**src/rtl/clock_pkg.sv**
```systemverilog
// Shared definitions for the clock time-setting logic: controller states,
// edit_field codes and the packed-BCD limits of each time field.
package clock_pkg;

  typedef enum logic [2:0] {
    IDLE   = 3'd0,
    E_HOUR = 3'd1,
    E_MIN  = 3'd2,
    E_SEC  = 3'd3,
    COMMIT = 3'd4
  } state_t;

  localparam logic [1:0] FLD_NONE = 2'd0;
  localparam logic [1:0] FLD_HOUR = 2'd1;
  localparam logic [1:0] FLD_MIN  = 2'd2;
  localparam logic [1:0] FLD_SEC  = 2'd3;

  localparam logic [7:0] SEC_MAX  = 8'h59;
  localparam logic [7:0] H24_MAX  = 8'h23;
  localparam logic [7:0] H12_MAX  = 8'h12;
  localparam logic [7:0] H12_MIN  = 8'h01;
  localparam logic [7:0] BCD_ZERO = 8'h00;

endpackage

```
**src/rtl/bcd_inc_wrap.sv**
```systemverilog
// Packed-BCD increment with wrap to a field minimum. Also flags whether the
// input is a legal value for the field, which the load path uses to sanitise.
module bcd_inc_wrap (
  input  logic [7:0] val,
  input  logic [7:0] max,
  input  logic [7:0] min,
  output logic [7:0] nxt,
  output logic       valid
);

  logic [3:0] hi;
  logic [3:0] lo;

  assign hi = val[7:4];
  assign lo = val[3:0];

  // Legal value check and next value; an illegal input wraps straight to min.
  always_comb begin
    valid = (hi <= 4'd9) && (lo <= 4'd9) && (val <= max) && (val >= min);
    if (!valid || (val == max)) begin
      nxt = min;
    end else if (lo == 4'd9) begin
      nxt = {hi + 4'd1, 4'd0};
    end else begin
      nxt = {hi, lo + 4'd1};
    end
  end

endmodule

```
**src/rtl/time_preset_ctrl.sv**
```systemverilog
// Button-driven time-setting controller. Captures the displayed time, lets
// the user step through and increment hour/minute/second, and on commit
// holds PE for PE_HOLD cycles so the slower counter clock can capture it.
module time_preset_ctrl
  import clock_pkg::*;
#(
  parameter int unsigned TIMEOUT_CYC = 10000,
  parameter int unsigned PE_HOLD     = 4,
  parameter int unsigned TO_W        = 14
) (
  input  logic       CP,
  input  logic       _CR,
  input  logic       key_sel,
  input  logic       key_inc,
  input  logic       key_ok,
  input  logic       mode12,
  input  logic [7:0] show_hour,
  input  logic [7:0] show_min,
  input  logic [7:0] show_sec,
  output logic       adjust,
  output logic       PE,
  output logic [7:0] pre_hour,
  output logic [7:0] pre_min,
  output logic [7:0] pre_sec,
  output logic [1:0] edit_field
);

  localparam int unsigned HOLD_W = (PE_HOLD > 1) ? $clog2(PE_HOLD) : 1;

  state_t            state;
  logic [TO_W-1:0]   to_cnt;
  logic [HOLD_W-1:0] hold_cnt;

  logic [7:0] hr_max;
  logic [7:0] hr_min;
  logic [7:0] hr_src;
  logic [7:0] mn_src;
  logic [7:0] sc_src;
  logic [7:0] hr_nxt;
  logic [7:0] mn_nxt;
  logic [7:0] sc_nxt;
  logic       hr_ok;
  logic       mn_ok;
  logic       sc_ok;

  assign hr_max = mode12 ? H12_MAX : H24_MAX;
  assign hr_min = mode12 ? H12_MIN : BCD_ZERO;

  // In IDLE the checkers look at the displayed time (load sanitising);
  // while editing they look at the preset being edited (increment).
  assign hr_src = (state == IDLE) ? show_hour : pre_hour;
  assign mn_src = (state == IDLE) ? show_min  : pre_min;
  assign sc_src = (state == IDLE) ? show_sec  : pre_sec;

  bcd_inc_wrap u_hour (
    .val   (hr_src),
    .max   (hr_max),
    .min   (hr_min),
    .nxt   (hr_nxt),
    .valid (hr_ok)
  );

  bcd_inc_wrap u_min (
    .val   (mn_src),
    .max   (SEC_MAX),
    .min   (BCD_ZERO),
    .nxt   (mn_nxt),
    .valid (mn_ok)
  );

  bcd_inc_wrap u_sec (
    .val   (sc_src),
    .max   (SEC_MAX),
    .min   (BCD_ZERO),
    .nxt   (sc_nxt),
    .valid (sc_ok)
  );

  // Controller FSM with registered outputs, edit timeout and PE hold count.
  always_ff @(posedge CP) begin
    if (!_CR) begin
      state      <= IDLE;
      adjust     <= 1'b0;
      PE         <= 1'b0;
      pre_hour   <= '0;
      pre_min    <= '0;
      pre_sec    <= '0;
      edit_field <= FLD_NONE;
      to_cnt     <= '0;
      hold_cnt   <= '0;
    end else begin
      case (state)
        IDLE: begin
          PE     <= 1'b0;
          to_cnt <= '0;
          if (key_sel) begin
            state      <= E_HOUR;
            adjust     <= 1'b1;
            edit_field <= FLD_HOUR;
            pre_hour   <= hr_ok ? show_hour : hr_min;
            pre_min    <= mn_ok ? show_min  : BCD_ZERO;
            pre_sec    <= sc_ok ? show_sec  : BCD_ZERO;
          end
        end

        E_HOUR, E_MIN, E_SEC: begin
          if (key_ok) begin
            state      <= COMMIT;
            PE         <= 1'b1;
            edit_field <= FLD_NONE;
            hold_cnt   <= '0;
            to_cnt     <= '0;
          end else if (key_sel) begin
            to_cnt <= '0;
            case (state)
              E_HOUR: begin
                state      <= E_MIN;
                edit_field <= FLD_MIN;
              end
              E_MIN: begin
                state      <= E_SEC;
                edit_field <= FLD_SEC;
              end
              default: begin
                state      <= E_HOUR;
                edit_field <= FLD_HOUR;
              end
            endcase
          end else if (key_inc) begin
            to_cnt <= '0;
            case (state)
              E_HOUR:  pre_hour <= hr_nxt;
              E_MIN:   pre_min  <= mn_nxt;
              default: pre_sec  <= sc_nxt;
            endcase
          end else if (to_cnt == TO_W'(TIMEOUT_CYC - 1)) begin
            state      <= IDLE;
            adjust     <= 1'b0;
            edit_field <= FLD_NONE;
            to_cnt     <= '0;
          end else begin
            to_cnt <= to_cnt + 1'b1;
          end
        end

        COMMIT: begin
          if (hold_cnt == HOLD_W'(PE_HOLD - 1)) begin
            state  <= IDLE;
            PE     <= 1'b0;
            adjust <= 1'b0;
          end else begin
            hold_cnt <= hold_cnt + 1'b1;
          end
        end

        default: begin
          state      <= IDLE;
          adjust     <= 1'b0;
          PE         <= 1'b0;
          edit_field <= FLD_NONE;
          to_cnt     <= '0;
          hold_cnt   <= '0;
        end
      endcase
    end
  end

endmodule

```
**config.mk**
```make
export PLATFORM = sky130hd
export DESIGN_NAME = time_preset_ctrl
export DESIGN_NICKNAME = d
export VERILOG_FILES = /design/src/rtl/clock_pkg.sv /design/src/rtl/bcd_inc_wrap.sv /design/src/rtl/time_preset_ctrl.sv
export SDC_FILE = /design/constraint.sdc
export NUM_CORES = 1
export LEC_CHECK = 0
export ABC_AREA = 1
export CAP_MARGIN = 15
export CORE_MARGIN = 2
export CORE_UTILIZATION = 30
export CTS_CLUSTER_DIAMETER = 30
export CTS_CLUSTER_SIZE = 30
export DETAILED_ROUTE_END_ITERATION = 8
export DONT_BUFFER_PORTS = 1
export PLACE_DENSITY = 0.5
export SYNTH_ARGS = -nofsm -noshare
export SYNTH_HDL_FRONTEND = slang
export SYNTH_SLANG_ARGS = --single-unit
```
**constraint.sdc**
```tcl
create_clock -name CP -period 3.5 [get_ports CP]
set_input_delay 0.525 -clock CP [delete_from_list [all_inputs] [get_ports CP]]
set_output_delay 0.525 -clock CP [all_outputs]
set_load 0.02 [all_outputs]
```
# After elaboration in Yosys (flattened, before gate mapping)
# Cells that the tools add are included.
# totals
reg_bits	47
inputBits	30
out_inout_bits	28
elab_cells	148
# op_classes
n_addsub	8
order_cmp	12
n_eq_ne	26
muxes	64
n_bitwise	2
n_reduce_logical	27
# op_table
op	n
8-bit two-way mux	27
14-bit two-way mux	4
8-bit case mux with 2 select lines	3
14-bit case mux with 2 select lines	1
4-bit by 1-bit adder with 4-bit output, second input constant	6
4-bit less-or-equal comparator, second input constant	6
2-bit inequality test, second input constant	12
6-bit AND reduction	4
3-bit two-way mux	6
8-bit by 7-bit == test with 1-bit output, second input constant	2
8-bit by 1-bit greater-or-equal comparator with 1-bit output, second input constant	2
8-bit by 7-bit less-or-equal comparator with 1-bit output, second input constant	2
14-bit by 1-bit adder with 14-bit output, second input constant	1
14-bit == test, second input constant	1
2-bit two-way mux	7
4-bit == test, second input constant	3
2-bit case mux with 3 select lines	2
1-bit logical AND	9
3-bit case mux with 3 select lines	1
8-bit by 6-bit == test with 1-bit output	1
8-bit by 1-bit greater-or-equal comparator with 1-bit output	1
8-bit by 6-bit less-or-equal comparator with 1-bit output	1
1-bit two-way mux	8
4-bit inequality test, second input constant	2
19 further kinds	27

# Depth between registers and ports, before layout
# Gate-level depths: netlist (run 1).
# depth
ltp_word	14
depth_mapped	19
mapped_depth_nobuf	17

# Hierarchy
# Synthesis (run 1) repeated with hierarchy kept, for this count alone.
# unflattened
cells_unflattened	874
area_unflattened_um2	5272.6
# modules_own_cells
mod	instances	cells_per_inst	area_per_inst_um2	seq_area_each_um2
time_preset_ctrl	1	478	2859.0	940.9
bcd_inc_wrap	3	132	804.5	0.0

# Worst setup path before layout (run 1)
# Ideal clock, no wire load.
# synth_timing
path_type	register to register
start	register state[0]
end	register pre_hour[4]
setup_ns	0.117
arrival_ns	2.354
t_required_ns	3.383
slack_ns	1.029
path_stages_with_launch	19
n_path_buf	2
period_less_slack_ns	2.471
path_cell_list	dfxtp_1 -> nor2_4 -> nand2_4 -> buf_6 -> buf_6 -> o21ai_0 -> inv_1 -> ha_1 -> or2_2 -> nand2_1 -> nand2_1 -> nand2_1 -> nor2_4 -> nand3_2 -> inv_2 -> nand2_2 -> nor2_1 -> nor2_1 -> nor2_1
# synth_between
elab_chain_cells	14
elab_cells_between_ends	34
classes_between	add/sub (1); order compare (4); eq/ne (10); mux (10); reduce/logical (9)
# synth_rtl
item	line_no	rtl
from (decl)	time_preset_ctrl.sv:30	state_t state;
from (signal assigned)	time_preset_ctrl.sv:82	state <= IDLE;
from (signal assigned)	time_preset_ctrl.sv:97	state <= E_HOUR;
from (signal assigned)	time_preset_ctrl.sv:108	state <= COMMIT;
branches (longest 14 deep; another with 8-bit by 6-bit less-or-equal comparator with 1-bit output)	--	
to (signal assigned)	time_preset_ctrl.sv:100	pre_hour <= hr_ok ? show_hour : hr_min;
to (signal assigned)	time_preset_ctrl.sv:132	E_HOUR: pre_hour <= hr_nxt;
to (decl)	time_preset_ctrl.sv:22	output logic [7:0] pre_hour,
# Parallel ways; which one is timed is not known. The select of a mux whose other input is x is not followed.
# A chain may end at the register's enable or synchronous reset.

# Worst setup path in the final report (run 1)
# layout_timing
start	register state[0]
end	register pre_hour[5]
# Same word-level chain as after synthesis.

==> metrics.md, run 1 <==
| Metric | Value |
|---|---|
| Max Fclk | about 360 MHz |
| CP required | 3.70 ns |
| Clock Skew | 0.008251 ns |
| Fill cell count | between 1,000 and 1,500 |
| Dpl cells | 702 |
| Antenna Cells | 0 |
| Worst path max stage delay | 0.49 ns |
| Critical Path Start | state[0] |
| Die Width | 113.8 um |
| DRT iter0 DRCs | between 150 and 200 |
| CTS tree | done |
| Worst IR Drop VDD | between 0.0002 and 0.0003 V |
| Routed len/inst | approximately 13 um |
| Reg2reg path depth | 16 |
| Post-CTS resize count | 0 |
| #FFs+latches synth | 47 |
| DR DRC count | 0 |
| Hold crit path type | in2reg |
| Largest net degree at the start of global routing | 26 |
| Post-CTS Setup Inserts | 0 |
| Seq/Total Area, Yosys | 26.00% |
| GRT Total Usage | 15.12% |
| Cell leakage power | 1.733 nW |
| Largest area contributor in the netlist | dfxtp_1 |
| TritonCTS buffer count | 5 |
| RSZ-0062 raised after global routing | no |
| DR vias | ~3,400 |
| Setup Viol. Count Final | 0 |
| Max-slew headroom | 62.61% |
| Tightest Pin Transition | 0.5602 ns |
| Yosys warns | 0 |
| Final wirelength | 9558 um |
| First-pass GRT wire length | about 16,000 um |
| Final hold vios | 0 |
| Minimum clock period | 2.796 ns |
| CTS Root Cell | clkbuf_16 |
| R2R Path Start | state[0] |
| GPL Wtd Cong | approximately 0.84 |
| Cts hold-fix bufs | 0 |
| Die area | between 10,000 and 15,000 um^2 |
| TNS Setup | 0 ns |
| Final ANT Viol Nets | 0 |
| Mapped Area | 3618 um^2 |
| Placement row count | 40 |
| Ports | 58 |
| Crit path DAT | 2.99 ns |
| Most area-consuming cells after synthesis | dfxtp_1 26%, nand2_1 13%, nor2_1 7.7% |
| Setup Crit Path Kind | reg2reg |
| CTS clk-pin slew, worst paths | approximately 0.080 ns |
| Netlist cell types | 41 |
| TritonCTS Sinks | 47 |
| Pwr Density | 967.3 nW/um^2 |
| Syn avg cell area | roughly 6.4 um^2 |
| Worst path slowest cell | o21ai_0 |
| Synth Instances | around 570 |
| Clock tree buffer depth | 2 |
| Via density | between 4 and 5 |
| Setup slack, reg-to-reg | 0.70 ns |
| Chip height | 113.8 um |
| Final period util | about four fifths |
| Initial Util | a little under a third |
| H-tree levels | 2 |
| Remaining global-route overflow | 0 |
| Setup crit end | pre_hour[5] |
| Max-cap viol count | 0 |
| Layout cell share with drive strength beyond 1 | 14.92% |
| Slew Limit Fails | 0 |
| Crit Path Max Fanout | 25 |
| CP endpoint kind | flop |
| R2r endpoint | pre_hour[5] |
| Crit path cell chain | nor2_4, nand2_4, o21ai_0, inv_1, ha_1, or2_2, nand2_1, nand2_1, nand2_1, nor2_4, nand3_2, inv_2, nand2_2, nor2_1, nor2_1, nor2_1 |
| Outcome | finished clean |
| Core area | 11,910 um^2 |
| Initial antenna violation count | 0 |
| Area delta synth->final | 6.985% |
| Number of global-route vias before repair | 3,155 |
| DRT Pass-1 Iters | 4 |
| Port-buffer cells | 0 |
| Synthesized Nets | 612 |
| Nature of the critical path startpoint | flop |
| Synth top area share | 26.00% |
| Fin cells | 710 |
| Dpl hpwl | 7410 um |
| Clock Latency Late Sink | approximately 0.30 ns |
| Nets | 608 |
-- per-layer routing --
layer  global-route usage, %  part of all wire (%)
met3                   5.207                   7.0
met4                   3.171                  0.73
met5                       0                     0
met2                   25.71                    47
met1                   18.60                    46
-- registers in the layout (all words and copies together), names as in the netlist --
register,cells
PE,1
adjust,1
edit_field,2
hold_cnt,2
pre_hour,8
pre_min,8
pre_sec,8
state,3
to_cnt,14
-- per-stage QoR --
| step | power [mW] | cell area (um^2) | util, % | hold slack, ns | setup slack, ns |
|---|---|---|---|---|---|
| after floorplan | 2.860 | 3618 | - | 0.4435 | 1.029 |
| after global placement | 3.219 | 3717 | 31.21 | 0.4626 | 0.7630 |
| after detailed placement | 3.239 | 3717 | 31.21 | 0.4712 | 0.7050 |
| after CTS | 3.780 | 3871 | 32.50 | 0.3546 | 0.6882 |
| after global routing | 4.127 | 3871 | 32.50 | 0.3474 | 0.4004 |
| final | 3.744 | 3871 | 32.50 | 0.3588 | 0.7044 |
-- power breakdown --
group	leakage, nW	switching (mW)	internal [mW]
sequential	0.384	0.277	0.674
clock	0.0767	0.247	0.276
combinational	1.27	1.53	0.744
total	1.73	2.05	1.69
-- cells in the final DEF (no fill, tap or decap), types with 5 or more instances in the layout --
cell type	instances
dfxtp_1	47
nor3_1	8
o21ai_0	26
o21ai_1	10
nand4_1	5
nor2_2	5
inv_2	14
nand2_4	6
xor2_1	5
nor2_1	74
a21oi_1	36
nand3_1	39
nand2_1	121
inv_1	69
nand2_2	21
clkbuf_16	5
o21ai_2	8
ha_1	16
nor2_4	5
-- worst min path at each step --
stage	cells after the start	slack [ns]	endpoint	startpoint
2_1_floorplan	2	0.44	to_cnt[13]	to_cnt[13]
3_3_place_gp	2	0.46	to_cnt[13]	to_cnt[13]
3_5_place_dp	2	0.47	to_cnt[13]	to_cnt[13]
4_1_cts	2	0.35	adjust	_CR
5_1_grt	1	0.35	hold_cnt[0]	_CR
6_report	2	0.36	adjust	_CR
-- worst max-delay path: cells and delay by family (launching register included) --
kind	cells	cell delay (ns)
buf+inv	2	0.19
simple gates	12	1.42
flops	1	0.36
fa+ha+maj	1	0.22
compound gates	1	0.49
-- kinds of logic (layout without fill, tap and decap cells) --
family | count (synthesis) | in the layout | share of synthesized area [%]
compound gates | 94 | 94 | 15.04
xor+xnor | 8 | 8 | 1.936
fa+ha+maj | 16 | 16 | 5.532
buf+inv | 100 | 97 | 12.07
flops | 47 | 47 | 26.00
simple gates | 301 | 301 | 39.42
-- final cells by class --
cell class	count	area, um^2	area share, %
clock buffer	5	125.1	3.232
clock inverter	3	28.78	0.7434
inverter	85	321.6	8.306
multi-input combinational	419	2241	57.89
sequential	47	940.9	24.31
tap	147	183.9	4.751
timing repair buffer	4	30.03	0.7757
-- synth_stat cells, drive strengths merged --
library cell,count
nand2,148
o21a,4
nand3b,4
and3,1
buf,13
nand4,5
nor4,1
xor2,5
a21boi,2
nor2,84
nand3,43
nor3,10
a31oi,2
o211a,1
nor3b,1
o21ai,45
clkbuf,2
a21oi,36
a211oi,1
xnor2,3
inv,83
o21bai,3
ha,16
clkinv,2
dfxtp,47
or2,4
(Power assumes the default switching activity.)
==> run 2, diff against run 1 <==
clock period = 2.8 ns   (was 3.5 ns; I/O delays follow)
==> metrics.md, run 2 (synthesis gave the netlist of run 1 again) <==
| Metric | Value |
|---|---|
| Top reg by flops | to_cnt |
| Ports | 58 |
| Final hold vios | 0 |
| TNS Setup | 0 ns |
| Placement row count | 40 |
| Reg2reg path depth | 17 |
| Max-cap viol count | 0 |
| TritonCTS Sinks | 47 |
| CP endpoint kind | flop |
| Final ANT Viol Nets | 0 |
| GRT Total Usage | 15.60% |
| Area delta synth->final | 7.607% |
| Clock tree buffer depth | 2 |
| Nets | 611 |
| Initial Util | 30.38% |
| Slew Limit Fails | 0 |
| Worst IR Drop VDD | between 0.0003 and 0.0004 V |
| DR vias | 3,404 |
| Clock Latency Late Sink | 0.30 ns |
| Die Width | approximately 110 um |
| Setup Crit Path Kind | reg2reg |
| Outcome | finished clean |
| DRT Pass-1 Iters | 4 |
| RSZ-0062 raised after global routing | no |
| Largest net degree at the start of global routing | 25 |
| Via density | 4.774 |
| TritonCTS buffer count | 5 |
| First-pass GRT wire length | 16,310 um |
| CTS clk-pin slew, worst paths | roughly 0.08 ns |
| Layout cell share with drive strength beyond 1 | between 10% and 20% |
| Crit Path Max Fanout | 12 |
| DR DRC count | 0 |
| Cell leakage power | between 1.5 and 2 nW |
| Most common cell after layout, fill and taps aside | nand2_1 |
| Most frequent cells in the layout | 121 x nand2_1, 74 x nor2_1, 69 x inv_1 |
| H-tree levels | 2 |
| Final core occ | 32.69% |
| Routed len/inst | about 13 um |
| Critical Path Start | state[1] |
| Max reg flops | 14 |
| Clock Skew | 0.007798 ns |
| R2r endpoint | pre_sec[3] |
| Dpl hpwl | 7351 um |
| Tightest Pin Transition | 0.6141 ns |
| Die area | 12,960 um^2 |
| Remaining global-route overflow | 0 |
| Number of global-route vias before repair | 3,332 |
| Port-buffer cells | 0 |
| Final period util | 87.24% |
| GPL Wtd Cong | 0.8741 |
| CP required | 3.00 ns |
| Antenna Cells | 0 |
| R2R Path Start | state[1] |
| Final wirelength | roughly 9500 um |
| Pwr Density | 1214 nW/um^2 |
| Max Fclk | 409.4 MHz |
| Initial antenna violation count | 0 |
| CTS Root Cell | clkbuf_16 |
| Setup slack, reg-to-reg | 0.36 ns |
| Chip height | 113.8 um |
| Setup crit end | pre_sec[3] |
| CTS tree | done |
| Setup Viol. Count Final | 0 |
| Post-CTS Setup Inserts | 0 |
| Core area | 11,910 um^2 |
| DRT iter0 DRCs | 134 |
| Hold crit path type | in2reg |
| Minimum clock period | between 2 and 2.5 ns |
| Crit path DAT | 2.64 ns |
| Nature of the critical path startpoint | flop |
| Max-slew headroom | 59.02% |
[run 2: report_power, final]
group / internal, mW / total [mW] / leakage, nW / switching [mW]
sequential: 0.842 / 1.19 / 0.384 / 0.343
combinational: 0.961 / 2.90 / 1.29 / 1.94
clock: 0.345 / 0.643 / 0.0767 / 0.298
[run 2: timing repair]
action,in CTS,in global routing
gates resized for setup,0,1
hold buffers,0,0
endpoints found under the setup margin,0,3
[run 2: worst max-delay path, cell delays in order (launching register included)]
cell and delay [ns]:
dfxtp_1 0.46, nor2_4 0.10, nand2_4 0.15, inv_2 0.15, or2_2 0.31, o21ai_2 0.08
inv_1 0.09, ha_1 0.22, nor2_1 0.14, o21ai_2 0.07, nand2_1 0.06, inv_2 0.05
nand3_2 0.07, clkinv_2 0.12, nand2_1 0.08, nand3_1 0.07, nand2_1 0.08, inv_1 0.04
[run 2: cell type report]
class | instances | area [um^2]
Clock buffer | 5 | 125.1
Clock inverter | 3 | 28.78
Fill cell | 1313 | 8018
Inverter | 85 | 321.6
Multi-Input combinational cell | 419 | 2241
Sequential cell | 47 | 940.9
Tap cell | 147 | 183.9
Timing Repair Buffer | 7 | 52.55
[run 2: per-layer routing]
metal  vias up  GRT usage, %  share of wire, %
met5         -             0                 0
met3        14         4.942               7.3
met4         0         4.228               1.4
li1       1790             -                 -
met1      1529         19.28                46
met2        71         26.27                45
[run 2: worst min-delay path by stage]
| stage | slack [ns] | startpoint | endpoint | cells after the start |
|---|---|---|---|---|
| floorplan | 0.44 | to_cnt[13] | to_cnt[13] | 2 |
| global placement | 0.46 | to_cnt[13] | to_cnt[13] | 2 |
| CTS | 0.24 | _CR | pre_hour[3] | 2 |
| finish | 0.26 | _CR | adjust | 2 |
| global route | 0.25 | _CR | pre_min[2] | 2 |
| detailed placement | 0.47 | to_cnt[13] | to_cnt[13] | 2 |
[run 2: through the flow]
stage	std cells	power (mW)	hold WS [ns]	cell area (um^2)	setup slack [ns]
6_report	713	4.729	0.2555	3894	0.3573
3_5_place_dp	705	4.109	0.4691	3740	0.2422
2_1_floorplan	566	3.575	0.4435	3618	0.3288
3_3_place_gp	705	4.085	0.4618	3740	0.3478
5_1_grt	713	5.251	0.2509	3894	0.05898
4_1_cts	713	4.784	0.2443	3894	0.2193
==> run 3, diff against run 2 <==
--- a/config.mk
+++ b/config.mk
@@ -8,2 +8,3 @@
 export ABC_AREA = 1
+export ABC_CLOCK_PERIOD_IN_PS = 2800
 export CAP_MARGIN = 15
==> constraint.sdc (replaced) <==
create_clock -name CP -period 2.8 [get_ports CP]
set_input_delay 0.56 -clock CP [delete_from_list [all_inputs] [get_ports CP]]
set_output_delay 0.56 -clock CP [all_outputs]
set_load 0.02 [all_outputs]
==> results of run 3 <==
The final DEF is identical to that of run 2. Status: finished clean.
Main changes from that run: hold slack 0.2555 ns -> 0.3955 ns
==> edit 1, RTL diff (flow settings as in run 3) <==
Put one more register stage on the output `edit_field`, without a reset. The value now appears one clock later. The other outputs are not delayed to match.
--- a/src/rtl/time_preset_ctrl.sv
+++ b/src/rtl/time_preset_ctrl.sv
@@ -27,4 +27,6 @@
 
   localparam int unsigned HOLD_W = (PE_HOLD > 1) ? $clog2(PE_HOLD) : 1;
+
+  logic [1:0] edit_field_s0;
 
   state_t            state;
@@ -86,5 +88,5 @@
       pre_min    <= '0;
       pre_sec    <= '0;
-      edit_field <= FLD_NONE;
+      edit_field_s0 <= FLD_NONE;
       to_cnt     <= '0;
       hold_cnt   <= '0;
@@ -97,5 +99,5 @@
             state      <= E_HOUR;
             adjust     <= 1'b1;
-            edit_field <= FLD_HOUR;
+            edit_field_s0 <= FLD_HOUR;
             pre_hour   <= hr_ok ? show_hour : hr_min;
             pre_min    <= mn_ok ? show_min  : BCD_ZERO;
@@ -108,5 +110,5 @@
             state      <= COMMIT;
             PE         <= 1'b1;
-            edit_field <= FLD_NONE;
+            edit_field_s0 <= FLD_NONE;
             hold_cnt   <= '0;
             to_cnt     <= '0;
@@ -116,13 +118,13 @@
               E_HOUR: begin
                 state      <= E_MIN;
-                edit_field <= FLD_MIN;
+                edit_field_s0 <= FLD_MIN;
               end
               E_MIN: begin
                 state      <= E_SEC;
-                edit_field <= FLD_SEC;
+                edit_field_s0 <= FLD_SEC;
               end
               default: begin
                 state      <= E_HOUR;
-                edit_field <= FLD_HOUR;
+                edit_field_s0 <= FLD_HOUR;
               end
             endcase
@@ -137,5 +139,5 @@
             state      <= IDLE;
             adjust     <= 1'b0;
-            edit_field <= FLD_NONE;
+            edit_field_s0 <= FLD_NONE;
             to_cnt     <= '0;
           end else begin
@@ -158,5 +160,5 @@
           adjust     <= 1'b0;
           PE         <= 1'b0;
-          edit_field <= FLD_NONE;
+          edit_field_s0 <= FLD_NONE;
           to_cnt     <= '0;
           hold_cnt   <= '0;
@@ -166,4 +168,8 @@
   end
 
+  always_ff @(posedge CP) begin
+    edit_field <= edit_field_s0;
+  end
+
 endmodule
 
Check against the original RTL: not equivalent (a bounded check fails within 4 cycles, from zero or initial values).
==> edit 1 against run 3 <==
Synthesized area decreased by 5.5%; clock skew decreased by 0.00073 ns; critical path type unchanged; design area decreased by 3.8%; critical endpoint is now pre_hour[4]; worst setup slack got worse by 0.056 ns; power decreased by 3.7%; maximum frequency decreased by 2.3%; sequential cell count increased by 2; via count increased by 0.15%; routed wire length about the same.
==> edit 1: results (changes against run 3) <==
Status = finished, final reports clean
Repair and plain buffers = 12 (+5)
Int Power = 2.13 mW (-0.92%)
Synth cell types = 36 (-12%)
Largest net degree at the start of global routing = 28 (+12%)
Crit Path Max Fanout = 13 (+1)
Invs w/o clock = 79 (-7.1%)
Skew final = 0.00706 ns (-0.000735 ns)
FF-to-FF path depth = 15 (-2)
Worst Max-Slew Pin Slew = 0.919 ns (+0.305 ns)
Post-DP HPWL = 7200 um (-2.0%)
Met3 usage = 4.37% (-0.57 points)
HP Class = reg -> reg
Fraction of area in multi-input gates = 54.7% (-2.9 points)
Combinational fraction of design power = 57.1% (-4.2 points)
Crit path DAT = 2.74 ns (+0.10 ns)
Maximum vdd ir drop = 399 uV (+18%)
Pre-CTS setup slack = 0.251 ns (+0.00837 ns)
Drt initial violations = 111 (-17%)
Sequential element share of the synthesized area = 28.7% (+2.7 points)
Routed wire per std cell = 13.5 um (+0.77%)
Layout cells sized above 1 = 6.87% (-8.5 points)
Met1 usage = 20.7% (+1.4 points)
Met2 WL = 4390 um (+1.9%)
Hold Path End = edit_field[0]
Commonest cells post-synth = nand2_1, nor2_1, inv_1
CP endpoint = pre_hour[4]
LEAKAGE = 1.74 nW (-0.34%)
Seq pwr share = 28.4% (+3.3 points)
Vias in the first global route = 3113 (-6.6%)
Total track usage = 15.5% (-0.075 points)
Filler cells = 1210 (-7.8%)
Routed wl met3 = 582 um (-17%)
Signal buffers share of area = 2.41% (+1.1 points)
Post-Syn Nets = 610 (-0.33%)
[edit 1: cell types whose count changed after synthesis, sizes merged, moves of 3 or more]
cell,change
o21a,-3
inv,-5
clkbuf,+3
xnor2,+3
nor2,-3
nand3,-5
nor3,+3
nand2,+9
[edit 1: per-stage QoR]
stage / util (%) / power (mW) / std cells
after floorplan: - / 3.29 / 564
after global placement: 32.6 / 3.88 / 700
after detailed placement: 32.6 / 3.90 / 700
after CTS: 34.1 / 4.58 / 708
after global routing: 34.1 / 5.04 / 708
final: 34.1 / 4.56 / 708
[edit 1: cell families after synthesis]
| group | Yosys count | share of synthesized area, % |
|---|---|---|
| adder cells (fa/ha/maj) | 16 | 5.86 |
| AO/OA/AOI/OAI | 90 | 14.1 |
| flip-flops | 49 | 28.7 |
| buffers and inverters | 95 | 11.5 |
| AND/OR/NAND/NOR | 303 | 37.0 |
| XOR/XNOR | 11 | 2.82 |
==> edit 2, RTL diff (flow settings as in run 3) <==
Made on the original files. Set the parameter `TO_W` to 10 (it was 14).
--- a/src/rtl/time_preset_ctrl.sv
+++ b/src/rtl/time_preset_ctrl.sv
@@ -7,5 +7,5 @@
   parameter int unsigned TIMEOUT_CYC = 10000,
   parameter int unsigned PE_HOLD     = 4,
-  parameter int unsigned TO_W        = 14
+  parameter int unsigned TO_W        = 10
 ) (
   input  logic       CP,
Behaviour: same outputs for any inputs over 4 cycles, from zero or initial values; that may be too few to reach the edited logic, so the function may still have changed.
==> edit 2 against run 3 <==
Global-route usage fell by 0.24 points; die area shrank 5.7%; routed wire length is 3.5% lower; synthesized cell count shrank 4.9%; design area fell by 4.7%; power decreased by 0.11%; via count shrank 2.8%; synthesized area is 5.9% lower; sequential cell count down 4; critical path depth down 1; worst setup slack got worse by 0.051 ns; largest power group unchanged.
==> edit 2: results (changes against run 3) <==
Status = finished, final reports clean
Placed cell count = 673 (-4.5%)
Largest net degree at the start of global routing = 23 (-8.0%)
Syn-to-layout area delta = 9.00%
Maximum vdd ir drop = 511 uV (+51%)
Minimum clock period = 2.49 ns (+0.0513 ns)
Total track usage = 15.4% (-0.24 points)
Post-DP HPWL = 7140 um (-2.8%)
Filler cells = 1206 (-8.1%)
Hold Path End = pre_min[2]
Final #Nets = 586 (-4.1%)
Max reg flops = 10 (-4)
Sequential element share of the synthesized area = 25.3% (-0.73 points)
Vias in the first global route = 3134 (-5.9%)
Post-Syn Nets = 584 (-4.6%)
Top cells by area, synth = dfxtp_1, nand2_1, inv_1
Crit Path Max Fanout = 22 (+10)
Synth cell types = 40 (-2.4%)
LEAKAGE = 1.67 nW (-4.4%)
Setup crit start = state[0]
Initial antenna violation count = 0 (unchanged)
FF-to-FF path depth = 16 (-1)
Skew final = 0.00509 ns (-0.00271 ns)
Commonest cells post-synth = nand2_1, inv_1, nor2_1
RD Place Congestion = 0.862 (-1.4%)
First-pass GRT wire length = 15500 um (-5.0%)
Max transition margin = 61.3% (+2.2 points)
CP endpoint = pre_hour[5]
Non-filler cells, final = 681 (-4.5%)
DP Area = 0.00354 sq mm (-5.3%)
Drt initial violations = 241 (+80%)
R2r setup slk = 0.31 ns (-0.05 ns)
Routed wire per std cell = 13.5 um (+1.0%)
Hold WS = 0.404 ns (+0.00841 ns)
Sw frac = 54.6% (about the same)
Synth Instances = 538 (-4.9%)
Worst path slowest cell = dfxtp_2
Worst r2r dst = pre_hour[5]
Routed vias = 3308 (-2.8%)
Pre-CTS setup slack = 0.0361 ns (-0.206 ns)
Start point of the worst hold path = show_min[2]
Root Buffer Master = clkbuf_16
Max incr delay on CP = 0.37 ns (-0.09 ns)
Crit path DAT = 2.72 ns (+0.08 ns)
Layout cells sized above 1 = 14.2% (-1.1 points)
edit 2: cell type report:
cell class / instances / area share (%)
Clock buffer: 8 / 4.21
Inverter: 77 / 7.85
Multi-Input combinational cell: 404 / 58.1
Sequential cell: 43 / 23.3
Tap cell: 140 / 4.72
Timing Repair Buffer: 9 / 1.82
edit 2: kinds of logic after synthesis:
kind of cell / after synthesis / share of synthesized area [%]
simple gates: 286 / 40.0
buf+inv: 91 / 11.6
xor+xnor: 7 / 1.80
flops: 43 / 25.3
compound gates: 95 / 15.5
fa+ha+maj: 16 / 5.88
edit 2: power by group through the flow:
stage	clock network (mW)	logic (mW)	registers, mW
finish	0.640	2.89	1.20
global route	0.679	3.33	1.23
CTS	0.657	2.88	1.20
detailed placement	0	2.87	1.21
global placement	0	2.85	1.21
floorplan	0	2.37	1.14
edit 2: metal layers:
layer  vias up  track usage [%]  share of wire [%]
met5         -                0                  0
met4         0             4.58                1.2
met3        11             5.27                8.3
met2       100             26.0                 47
met1      1464             18.4                 44
li1       1733                -                  -
